File: config.mk
export PLATFORM = sky130hd
export DESIGN_NAME = loadstoreunit
export DESIGN_NICKNAME = d
export VERILOG_FILES = /design/src/rtl/loadstoreunit.sv
export SDC_FILE = /design/constraint.sdc
export NUM_CORES = 1
export LEC_CHECK = 0
export CAP_MARGIN = 20
export CORE_ASPECT_RATIO = 1.2
export CORE_MARGIN = 3
export CORE_UTILIZATION = 42
export DETAILED_ROUTE_END_ITERATION = 6
export PLACE_DENSITY = 0.9
export SLEW_MARGIN = 10
export SYNTH_ARGS = -nofsm -noshare
export SYNTH_HDL_FRONTEND = slang
export SYNTH_SLANG_ARGS = --single-unit
export TNS_END_PERCENT = 1
File: constraint.sdc
create_clock -name clock -period 8.4 [get_ports clock]
set_input_delay 1.68 -clock clock [delete_from_list [all_inputs] [get_ports clock]]
set_output_delay 1.68 -clock clock [all_outputs]
set_load 0.02 [all_outputs]
File: src/rtl/loadstoreunit.sv
// MEM-stage load/store unit driving a word-wide data memory: lane extraction
// and sign/zero extension for loads, read-modify-write for byte/halfword stores.
module loadstoreunit #(
  parameter int unsigned ADDR_WIDTH = 32
) (
  input  logic                  clock,
  input  logic                  reset,
  input  logic                  requestValid,
  input  logic                  requestLoad,
  input  logic                  requestStore,
  input  logic [2:0]            requestFunc3,
  input  logic [ADDR_WIDTH-1:0] requestAddress,
  input  logic [31:0]           requestWriteData,
  output logic                  requestReady,
  output logic                  loadValid,
  output logic [31:0]           loadData,
  output logic                  accessFault,
  output logic [ADDR_WIDTH-1:0] faultAddress,
  output logic                  memoryReadEnable,
  output logic                  memoryWriteEnable,
  output logic [2:0]            memoryFunc3,
  output logic [ADDR_WIDTH-1:0] memoryAddress,
  output logic [31:0]           memoryWriteData,
  input  logic [31:0]           memoryReadData
);

  typedef enum logic [0:0] {
    IDLE,
    MERGE_WRITE
  } state_t;

  state_t                state;
  logic [ADDR_WIDTH-1:0] merge_address;
  logic [31:0]           merge_data;
  logic [ADDR_WIDTH-1:0] word_address;
  logic                  accept;
  logic                  illegal;
  logic                  misaligned;
  logic                  fault;
  logic                  do_load;
  logic                  do_store_word;
  logic                  do_merge;
  logic [7:0]            byte_lane;
  logic [15:0]           half_lane;
  logic [31:0]           lane_data;
  logic [31:0]           merged_word;

  assign requestReady = (state == IDLE) && !reset;
  assign accept       = requestValid && requestReady;
  assign word_address = {requestAddress[ADDR_WIDTH-1:2], 2'b00};

  always_comb begin
    illegal = 1'b0;
    if (requestLoad == requestStore)
      illegal = 1'b1;
    else if (requestStore)
      illegal = !(requestFunc3 inside {3'b000, 3'b001, 3'b010});
    else
      illegal = !(requestFunc3 inside {3'b000, 3'b001, 3'b010, 3'b100, 3'b101});
  end

  // func3[1:0] encodes access size for both signed and unsigned variants.
  always_comb begin
    misaligned = 1'b0;
    case (requestFunc3[1:0])
      2'b01:   misaligned = requestAddress[0];
      2'b10:   misaligned = (requestAddress[1:0] != 2'b00);
      default: misaligned = 1'b0;
    endcase
  end

  assign fault         = accept && (illegal || misaligned);
  assign do_load       = accept && !fault && requestLoad;
  assign do_store_word = accept && !fault && requestStore && (requestFunc3 == 3'b010);
  assign do_merge      = accept && !fault && requestStore && (requestFunc3 != 3'b010);

  assign byte_lane = memoryReadData[{requestAddress[1:0], 3'b000} +: 8];
  assign half_lane = requestAddress[1] ? memoryReadData[31:16] : memoryReadData[15:0];

  always_comb begin
    lane_data = memoryReadData;
    case (requestFunc3)
      3'b000:  lane_data = {{24{byte_lane[7]}}, byte_lane};
      3'b001:  lane_data = {{16{half_lane[15]}}, half_lane};
      3'b100:  lane_data = {24'd0, byte_lane};
      3'b101:  lane_data = {16'd0, half_lane};
      default: lane_data = memoryReadData;
    endcase
  end

  always_comb begin
    merged_word = memoryReadData;
    if (requestFunc3[0]) begin
      if (requestAddress[1])
        merged_word[31:16] = requestWriteData[15:0];
      else
        merged_word[15:0] = requestWriteData[15:0];
    end else begin
      merged_word[{requestAddress[1:0], 3'b000} +: 8] = requestWriteData[7:0];
    end
  end

  // A merge write still in flight is dropped if reset arrives in its cycle.
  assign memoryFunc3       = 3'b010;
  assign memoryReadEnable  = do_load || do_merge;
  assign memoryWriteEnable = !reset && ((state == MERGE_WRITE) || do_store_word);
  assign memoryAddress     = (state == MERGE_WRITE) ? merge_address : word_address;
  assign memoryWriteData   = (state == MERGE_WRITE) ? merge_data : requestWriteData;

  always_ff @(posedge clock) begin
    if (reset) begin
      state        <= IDLE;
      loadValid    <= 1'b0;
      loadData     <= '0;
      accessFault  <= 1'b0;
      faultAddress <= '0;
    end else begin
      loadValid   <= do_load;
      accessFault <= fault;
      if (do_load)
        loadData <= lane_data;
      if (fault)
        faultAddress <= requestAddress;
      case (state)
        IDLE: begin
          if (do_merge) begin
            state         <= MERGE_WRITE;
            merge_address <= word_address;
            merge_data    <= merged_word;
          end
        end
        MERGE_WRITE: state <= IDLE;
        default:     state <= IDLE;
      endcase
    end
  end

endmodule
# == Word-level counts from Yosys, hierarchy flattened ==
# Index checks and enable logic that the tools add are counted.
# Widths: inputs -> output; s select.
# op_classes
addsub,1
n_eq_ne,8
n_reduce_logical,21
n_bitwise,2
order_cmp,0
muxes,13
div,0
shifts,3
n_mul,0
# ops
cell,n
$pmux 32 s4,1
$mux 32,3
$mux 16,3
$bwmux 32,1
$shift 8x7->32 const A,1
$shiftx 32x6->8,1
$shiftx 8x7->32,1
$logic_and 1x1->1,9
$neg 5->7,1
$eq 3x3->1 const B,2
$reduce_bool 5->1,1
$logic_not 1->1,4
$pmux 1 s2,2
$eq 3x1->1 const B,1
$eq 3x2->1 const B,1
$logic_not 3->1,1
$logic_or 1x1->1,3
$mux 1,3
$ne 3x2->1 const B,1
$reduce_and 3->1,1
$reduce_bool 3->1,1
$eq 2x1->1 const B,1
$eq 2x2->1 const B,1
$not 1->1,2
2 further kinds,2
# word_totals
mem_bits_ro,0
ram_bits,0
memories,0
regBits,129
latchBits,0
input_bits,104

# == Logic depth before layout (Yosys ltp) ==
# Gate-level depths: netlist (run 1).
# depth
depth_word,13
ltp_mapped,12

# == Worst setup path before layout (run 1) ==
# Ideal clock, no wire load.
# synth_timing
path_kind,input port to flip-flop
from,input requestFunc3[0]
to,"register merge_address[10], enable pin"
arrival_time_ns,7.376
path_stages,8
required_time_ns,7.842
setup_time_ns,0.558
slack_ns,0.466
cell_sequence,clkbuf_1 -> clkbuf_1 -> inv_1 -> ha_1 -> nor2b_1 -> o21ai_2 -> nand4_1 -> nor3_1
# synth_via
elab_chain_cells,12
# synth_rtl
item,line,source
"start, declared",11,"input logic [2:0] requestFunc3,"
$eq 3x1->1 (tied with other cells),"57, 59",
$reduce_bool 5->1 or $reduce_bool 3->1 (tied branches),"59, 57",
$logic_not 1->1 (on tied branches),"59, 57",
$mux 1,56,else if (requestStore)
$mux 1,54,if (requestLoad == requestStore)
$logic_or 1x1->1,72,assign fault = accept && (illegal || misaligned);
$logic_and 1x1->1,72,
$logic_not 1->1,75,assign do_merge = accept && !fault && requestStore && (requestFunc3 != 3'b010);
$logic_and 1x1->1 (2 in series),75,
$logic_and 1x1->1 *,75,
$reduce_and 3->1 (no source line) *,-,
"end signal, assigned",128,merge_address <= word_address;
"end, declared",33,logic [ADDR_WIDTH-1:0] merge_address;
# Every way passes the cells marked *; elsewhere a longest branch is shown, timed or not.
# A chain may end at the register's enable or synchronous reset.

# == Worst setup path in the final report (run 1) ==
# layout_timing
from,input requestFunc3[0]
to,output memoryReadEnable
# layout_via
elab_chain_cells,12
# layout_rtl
item,line,source
$eq 3x1->1 (tied with other cells),"57, 59",
$reduce_bool 5->1 or $reduce_bool 3->1 (tied branches),"59, 57",
$logic_not 1->1 (on tied branches),"59, 57",
$mux 1,56,
$mux 1,54,
$logic_or 1x1->1,72,
$logic_and 1x1->1,72,
$logic_not 1->1,"73, 75",
$logic_and 1x1->1,"73, 75",
$logic_and 1x1->1 (2 in series),75,
$logic_or 1x1->1 *,105,assign memoryReadEnable = do_load || do_merge;
"end, declared",19,"output logic memoryReadEnable,"
# Marked as above.

==> impl_metrics.ini, run 1 <==
[timing]
fin_crit_sh_pct = 78.6
tightestPinTransition_ps = 988
setup_viol = 0
fin_tns_setup_ps = 0
clock_skew_ps = 5.04
rsz0062_at_grt = false
drv_slew = 0
fmax_mhz = 151
hold_violations = 0
holdWs_ps = 464
layout_min_cycle_time_ps = 6610
slew_headroom_pct = 33.6

[synth]
netlist_area_sq_um = 7100
netlist.top_cell.by_area = edfxtp_1
synth_warnings = 0
synth_area_leaders = edfxtp_1, dfxtp_1, mux2_2
ys_types = 54
avgSynthCellArea_sq_um = 11.6
synthFlopType = dfxtp_1
yosysTopAreaCellShare_pct = 26.2
synth.most_common_cell = dfxtp_1
synth_edf_count = 62
ys_seq_area_share_pct = 45.1
yosys-top-cells-count = dfxtp_1, mux2_2, edfxtp_1
synth-seq-cells = 129
async_flop_share_pct = 0
netlist_instances = 611

[route]
top_layer = met5
route.met2.wl_um = 11100
first_pass_iters = 6
drtIter0Drc = 642
routedWlPerCell_um = 21.3
wl_met1_um = 8500
ant_nets = 0
met3_length_um = 1960
wl_um = 22300
via_per_inst = 5.81
vias = 6084
drc = 0

[floorplanning]
start_util_pct = 43.3
fp-row-count = 51
die_w_um = 125
io_pins = 240
dieHeight_um = 148
floorplan.die_area_sq_um = 18500
core_region_area_sq_um = 16400

[worst_setup_path]
crit_path_end_kind = output port
cp-start-kind = primary input
cp_cell_sequence = buf_2, buf_4, inv_1, ha_1, or2_1, o211a_1, nand3_4, o31ai_1, clkdlybuf4s50_1
crit_slowest_cell = clkdlybuf4s50_1
arrival_ps = 4930
worstPathRequired_ps = 6720
crit_path_max_incr_delay_ps = 680
cp_max_fo = 66
reg2reg_slack_ps = 6040
crit_type = primary input to output port

[cts]
cts.sinks = 129
clockRootBuffer = clkbuf_16
cts_tree = built
clock_latency_ps = 410
numCtsBuffers = 17
htreeDepth = 4
cts_resized = 0
cts_setup_buffers = 0
clkSlewWorstSetupHoldPaths_ps = 60
ctsHoldBuffers = 0
cts_buffer_depth = 2

[worst_hold_path]
min_path_type = register to register

[global_routing]
antenna_found_initial = 2
grt_pass1_wl_um = 33500
grt_use_total_pct = 22.9
grt_max_degree = 67
grt-ovfl-total = 0
grt_pass1_vias = 5959

[run_status]
outcome = complete, no violations

[power]
p_per_area_nw_per_um2 = 172
leakage_nw = 3.64
ir_drop_mv = 0.127

[cells_and_area]
nNetsFinal = 932
drive_gt1_share_pct = 20.0
fillers = 1280
areaGrowthSynthToFinish_pct = 41.8

[place]
gp_congestion = 0.960
port_buffers = 234
detailed_place_hpwl_um = 15600

[job]
cap_violations = 0
## sequential cells by signal, indices dropped and copies added (netlist names)
name and cells:
merge_address 30, accessFault 1, loadData 32, loadValid 1
faultAddress 32, merge_data 32, state 1
## final timing paths
kind / start / to / cells past startpoint
setup / recovery: requestFunc3[0] / memoryReadEnable / 9
hold / removal: loadData[25]$_SDFFE_PP0P_ / loadData[25]$_SDFFE_PP0P_ / 2
setup reg to reg: state$_SDFF_PN0_ / loadData[15]$_SDFFE_PP0P_ / 5
hold reg to reg: loadData[25]$_SDFFE_PP0P_ / loadData[25]$_SDFFE_PP0P_ / 2
## kinds of logic (layout without fill, tap and decap cells)
kind of cell | after synthesis | in the layout | synth area share [%]
AND/OR/NAND/NOR | 87 | 87 | 7.39
adder cells (fa/ha/maj) | 7 | 7 | 1.23
other | 2 | 6 | 0.106
multiplexers | 130 | 130 | 21.4
buffers and inverters | 90 | 310 | 5.91
flip-flops | 129 | 129 | 45.1
AO/OA/AOI/OAI | 166 | 166 | 18.9
## power by group
group,internal [mW],leakage [nW],total [mW],switching (mW)
Clock,0.421,0.288,0.700,0.279
Sequential,0.679,1.11,0.687,0.00842
Combinational,0.167,2.25,0.343,0.176
Total,1.27,3.64,1.73,0.464
## cell type report
cell class | instances | area, sq um | share of cell area [%]
antenna | 1 | 2.50 | 0.0249
clock buffer | 22 | 495 | 4.92
clock inverter | 10 | 70.1 | 0.696
inverter | 35 | 134 | 1.33
multi-input combinational | 395 | 3490 | 34.7
sequential | 129 | 3200 | 31.8
tap | 212 | 265 | 2.64
timing repair buffer | 243 | 2400 | 23.8
## placed cells by master (no fill, tap or decap), types with 2 or more instances in the layout
cell type	n
clkdlybuf4s50_1	231
dfxtp_1	66
mux2_2	65
edfxtp_1	62
a21oi_1	54
a221oi_1	44
mux2i_1	38
inv_1	33
nor2b_1	32
mux2_4	27
clkbuf_16	18
nand2_1	16
a221oi_2	11
a31oi_1	9
o32ai_1	8
a211oi_2	8
buf_4	8
nand3_1	7
o2111ai_1	7
ha_1	7
nand2b_1	6
a21o_1	5
inv_4	5
conb_1	5
nor2_1	4
a221o_1	4
or3_1	4
o22ai_1	3
or3b_2	3
o31a_1	3
clkbuf_8	3
inv_6	3
buf_2	3
and4_1	2
nor3_1	2
clkinv_2	2
## metrics by stage
stage	std cells	area, sq um	power [mW]	util (%)	setup slack (ps)
2_1_floorplan	614	7110	0.880	-	466
6_report	1047	10100	1.73	61.4	1790
3_5_place_dp	1013	9490	1.04	57.8	1880
5_1_grt	1047	10100	1.79	61.4	1600
4_1_cts	1045	10100	1.74	61.3	1860
3_3_place_gp	1013	9490	1.03	57.8	1920
## critical path, delay by kind of cell
kind	cells	cell delay [ps]
adders and majority gates	1	630
buffers and inverters	4	1240
AOI/OAI and AO/OA	2	740
and+or+nand+nor	2	630
## routing by layer
| metal | vias to the layer above | track usage (%) |
|---|---|---|
| met1 | 2923 | 28.7 |
| li1 | 2769 | - |
| met2 | 331 | 37.7 |
| met5 | - | 0 |
| met4 | 2 | 9.76 |
| met3 | 59 | 5.53 |
Note: power is estimated with default switching activity, not from simulation.
==> run 2: changes to the inputs <==
--- a/config.mk
+++ b/config.mk
@@ -8,9 +8,9 @@
 export CAP_MARGIN = 20
 export CORE_ASPECT_RATIO = 1.2
 export CORE_MARGIN = 3
-export CORE_UTILIZATION = 42
+export CORE_UTILIZATION = 46
 export DETAILED_ROUTE_END_ITERATION = 6
-export PLACE_DENSITY = 0.9
+export PLACE_DENSITY = 0.93
 export SLEW_MARGIN = 10
 export SYNTH_ARGS = -nofsm -noshare
 export SYNTH_HDL_FRONTEND = slang
==> constraint.sdc (replaced) <==
create_clock -name clock -period 6.7 [get_ports clock]
set_input_delay 1.34 -clock clock [delete_from_list [all_inputs] [get_ports clock]]
set_output_delay 1.34 -clock clock [all_outputs]
set_load 0.02 [all_outputs]
==> impl_metrics.ini, run 2 (synthesis results as in run 1) <==
[floorplanning]
dieHeight_um = 142
die_w_um = 119
io_pins = 240
fp-row-count = 49
core_region_area_sq_um = 15100
start_util_pct = 47.1
floorplan.die_area_sq_um = 17000

[worst_setup_path]
cp_cell_sequence = clkdlybuf4s50_1, inv_1, ha_1, or2_1, o211a_1, nand3_4, o31ai_1, clkdlybuf4s50_1
cp.depth = 8
crit_slowest_cell = clkdlybuf4s50_1
cpLargestDelayFamily = buffers and inverters
r2r.worst_path.cells = 4
cp_num_buf_inv = 3
cp_max_fo = 20
cpMostUsedCell = clkdlybuf4s50_1
crit_type = primary input to output port
crit_path_max_incr_delay_ps = 670
crit_path_end_kind = output port
cp-start-kind = primary input
arrival_ps = 4500
worstPathRequired_ps = 5360

[cts]
cts_buffer_depth = 2
htreeDepth = 4
clockRootBuffer = clkbuf_16
cts.sinks = 129
cts_resized = 0
cts_tree = built
cts_setup_buffers = 0
ctsHoldBuffers = 0
numCtsBuffers = 17
clkSlewWorstSetupHoldPaths_ps = 60
clock_latency_ps = 410

[run_status]
outcome = finished with violations
failed_checks = design-rule violations

[timing]
fin_ws_ps = 864
setup_viol = 0
clock_skew_ps = 7.90
hold_violations = 0
drv_slew = 0
layout_min_cycle_time_ps = 5840
fin_crit_sh_pct = 87.1
tightestPinTransition_ps = 1010
rsz0062_at_grt = false
fin_tns_setup_ps = 0
fmax_mhz = 171
slew_headroom_pct = 32.7

[global_routing]
grt_pass1_wl_um = 34600
grt-ovfl-total = 0
grt_use_total_pct = 25.9
grt_max_degree = 67
grt_pass1_vias = 5998
antenna_found_initial = 1

[place]
place_area_sq_um = 9490
gp_congestion = 0.912
dp_slack_ps = 942
detailed_place_hpwl_um = 15900
port_buffers = 234

[route]
first_pass_iters = 7
drc = 8
routedWlPerCell_um = 22.0
via_per_inst = 5.98
ant_nets = 0
vias = 6214
wl_um = 22900
drtIter0Drc = 776

[cells_and_area]
largestRegisters = faultAddress x32, loadData x32, merge_data x32
fillers = 1108
nNetsFinal = 933
finish.instance_area_sq_um = 10100
final_cell_mix = clkdlybuf4s50_1, dfxtp_1, mux2_2, edfxtp_1, a21oi_1
multi_input_area_sq_um = 3500
areaGrowthSynthToFinish_pct = 41.8
regArea_sq_um = 3200
drive_gt1_share_pct = 20.2
final_common_cell = clkdlybuf4s50_1

[power]
leakage_nw = 3.63
power_mw = 2.18
p_per_area_nw_per_um2 = 217
ir_drop_mv = 0.138

[job]
cap_violations = 0

[worst_hold_path]
holdPathStages = 2
min_path_type = register to register
-- run 2: changes by cell type in the layout (fill, tap and decap cells not counted), moves of 2 or more --
cell        delta
inv_6          +3
clkinv_2       -2
clkbuf_8       -3
clkinvlp_4     +3
inv_8          +4
inv_4          -4
-- run 2: area by class of cell --
class | instances | share of cell area, %
inverters | 35 | 1.33
flip-flops and latches | 129 | 31.8
repair buffers | 244 | 23.9
clock buffers | 17 | 4.23
multi-input cells | 395 | 34.8
well taps | 204 | 2.54
clock inverters | 15 | 1.37
diodes | 1 | 0.0249
-- run 2: per-stage QoR --
stage	hold slack (ps)	cells	utilization, %
after global routing	482	1040	66.7
after global placement	455	1006	62.9
after floorplan	541	614	-
final	461	1040	66.7
after CTS	466	1038	66.7
after detailed placement	456	1006	62.9
-- run 2: power by group --
| group | total [mW] | leakage, nW | switching, mW | internal (mW) |
|---|---|---|---|---|
| clock | 0.889 | 0.270 | 0.398 | 0.491 |
| combinational | 0.434 | 2.25 | 0.224 | 0.210 |
| sequential | 0.862 | 1.11 | 0.0111 | 0.850 |
-- run 2: worst min-delay path, cell delays in order, from the launching register on --
cell and delay, ps:
dfxtp_1 310, inv_1 60, a221oi_2 50
-- run 2: layer usage --
metal  vias to the layer above  track usage (%)  part of all wire [%]
met5                         -                0                     0
met4                         0             11.6                   4.0
met3                        86             7.20                    10
met2                       410             42.8                    49
met1                      2941             31.8                    37
li1                       2777                -                     -
-- run 2: final timing paths --
path	slack [ps]	from	end
worst max-delay path	860	requestFunc3[1]	memoryReadEnable
worst min-delay path	460	loadData[26]$_SDFFE_PP0P_	loadData[26]$_SDFFE_PP0P_
worst max register to register	4370	state$_SDFF_PN0_	merge_address[5]$_DFFE_PP_
worst min register to register	460	loadData[26]$_SDFFE_PP0P_	loadData[26]$_SDFFE_PP0P_
==> run 3: changes to the inputs <==
--- a/config.mk
+++ b/config.mk
@@ -10,7 +10,8 @@
 export CORE_MARGIN = 3
 export CORE_UTILIZATION = 46
 export DETAILED_ROUTE_END_ITERATION = 6
-export PLACE_DENSITY = 0.93
+export PLACE_DENSITY = 0.81
+export RECOVER_POWER = 25
 export SLEW_MARGIN = 10
 export SYNTH_ARGS = -nofsm -noshare
 export SYNTH_HDL_FRONTEND = slang
==> impl_metrics.ini, run 3 (synthesis results as in run 1) <==
[floorplanning]
start_util_pct = 47.1
die_w_um = 119
core_region_area_sq_um = 15100
dieHeight_um = 142
fp-row-count = 49
io_pins = 240
floorplan.die_area_sq_um = 17000

[route]
drtIter0Drc = 528
wl_um = 22400
via_per_inst = 5.85
vias = 6074
first_pass_iters = 7
ant_nets = 0
drc = 0
routedWlPerCell_um = 21.6

[cells_and_area]
diodes = 0
nNetsFinal = 933
drive_gt1_share_pct = 20.2
largestRegisters = faultAddress x32, loadData x32, merge_data x32
final_cell_mix = clkdlybuf4s50_1, dlygate4sd3_1, dfxtp_1, mux2_2, edfxtp_1
final_common_cell = clkdlybuf4s50_1
areaGrowthSynthToFinish_pct = 42.4

[timing]
slew_headroom_pct = 28.5
layout_min_cycle_time_ps = 5880
fmax_mhz = 170
tightestPinTransition_ps = 1070
clock_skew_ps = 8.94
hold_violations = 0
fin_tns_setup_ps = 0
drv_slew = 0
fin_crit_sh_pct = 87.7
rsz0062_at_grt = false
fin_ws_ps = 822
setup_viol = 0

[worst_setup_path]
r2r.worst_path.cells = 5
worstReg2RegStart = state$_SDFF_PN0_
arrival_ps = 4540
worstPathRequired_ps = 5360
cp-endpoint = memoryReadEnable
crit_path_end_kind = output port
cp-start-kind = primary input
cp_max_fo = 28
crit_start = requestAddress[0]
reg2reg_slack_ps = 4380
r2r_end = loadData[15]$_SDFFE_PP0P_
crit_type = primary input to output port

[global_routing]
grt_pass1_wl_um = 33800
grt_pass1_vias = 6064
grt_use_total_pct = 25.5
grt_max_degree = 67
antenna_found_initial = 1
grt-ovfl-total = 0

[place]
dp_slack_ps = 930
port_buffers = 234
detailed_place_hpwl_um = 15900
gp_congestion = 0.905

[worst_hold_path]
min_path_type = register to register

[cts]
cts_tree = built
clockRootBuffer = clkbuf_16
cts_resized = 0
htreeDepth = 4
cts_buffer_depth = 2
cts.sinks = 129
ctsHoldBuffers = 0
cts_setup_buffers = 0
clkSlewWorstSetupHoldPaths_ps = 60
numCtsBuffers = 17
clock_latency_ps = 420

[power]
ir_drop_mv = 0.106
leakage_nw = 3.81
power_mw = 2.24
p_per_area_nw_per_um2 = 221

[run_status]
outcome = complete, no violations

[job]
cap_violations = 0
run 3: through the flow:
stage                     hold slack, ps  instances  area, sq um  util [%]
after global placement               453       1006         9490      62.9
after global routing                 486       1039        10100      67.0
after CTS                            467       1038        10100      67.0
after floorplan                      541        614         7110         -
after detailed placement             457       1006         9490      62.9
final                                460       1039        10100      67.0
run 3: cell type report:
| class | instances | area [sq um] |
|---|---|---|
| Sequential cell | 129 | 3200 |
| Fill cell | 1179 | 4970 |
| Timing Repair Buffer | 244 | 2410 |
| Multi-Input combinational cell | 395 | 3500 |
| Inverter | 35 | 134 |
| Clock buffer | 18 | 439 |
| Clock inverter | 14 | 170 |
| Tap cell | 204 | 255 |
run 3: worst min-delay path by stage:
| stage | start | to | cells after the start |
|---|---|---|---|
| floorplan | loadData[19]$_SDFFE_PP0P_ | loadData[19]$_SDFFE_PP0P_ | 2 |
| global placement | loadData[25]$_SDFFE_PP0P_ | loadData[25]$_SDFFE_PP0P_ | 2 |
| detailed placement | loadData[25]$_SDFFE_PP0P_ | loadData[25]$_SDFFE_PP0P_ | 2 |
| CTS | loadData[25]$_SDFFE_PP0P_ | loadData[25]$_SDFFE_PP0P_ | 2 |
| global route | loadData[21]$_SDFFE_PP0P_ | loadData[21]$_SDFFE_PP0P_ | 2 |
| finish | loadData[25]$_SDFFE_PP0P_ | loadData[25]$_SDFFE_PP0P_ | 2 |
run 3: worst max-delay path, cell delays in order:
cell and delay [ps]:
clkdlybuf4s50_1 400, buf_4 220, inv_1 180, ha_1 270
nor2b_1 90, o21ai_2 640, nand4_1 370, o31ai_1 360
clkdlybuf4s50_1 660
run 3: per-layer routing:
metal  vias to the layer above  GRT usage [%]  share of wire, %
met5                         -              0             0.036
met4                         2           12.4               3.9
met3                        65           7.20               8.9
met2                       346           41.7                48
met1                      2895           31.1                39
li1                       2766              -                 -
run 3: report_power, final:
part           internal (mW)  switching (mW)  leakage (nW)
registers              0.851          0.0103          1.11
logic                  0.200           0.221          2.40
clock network          0.571           0.384         0.300
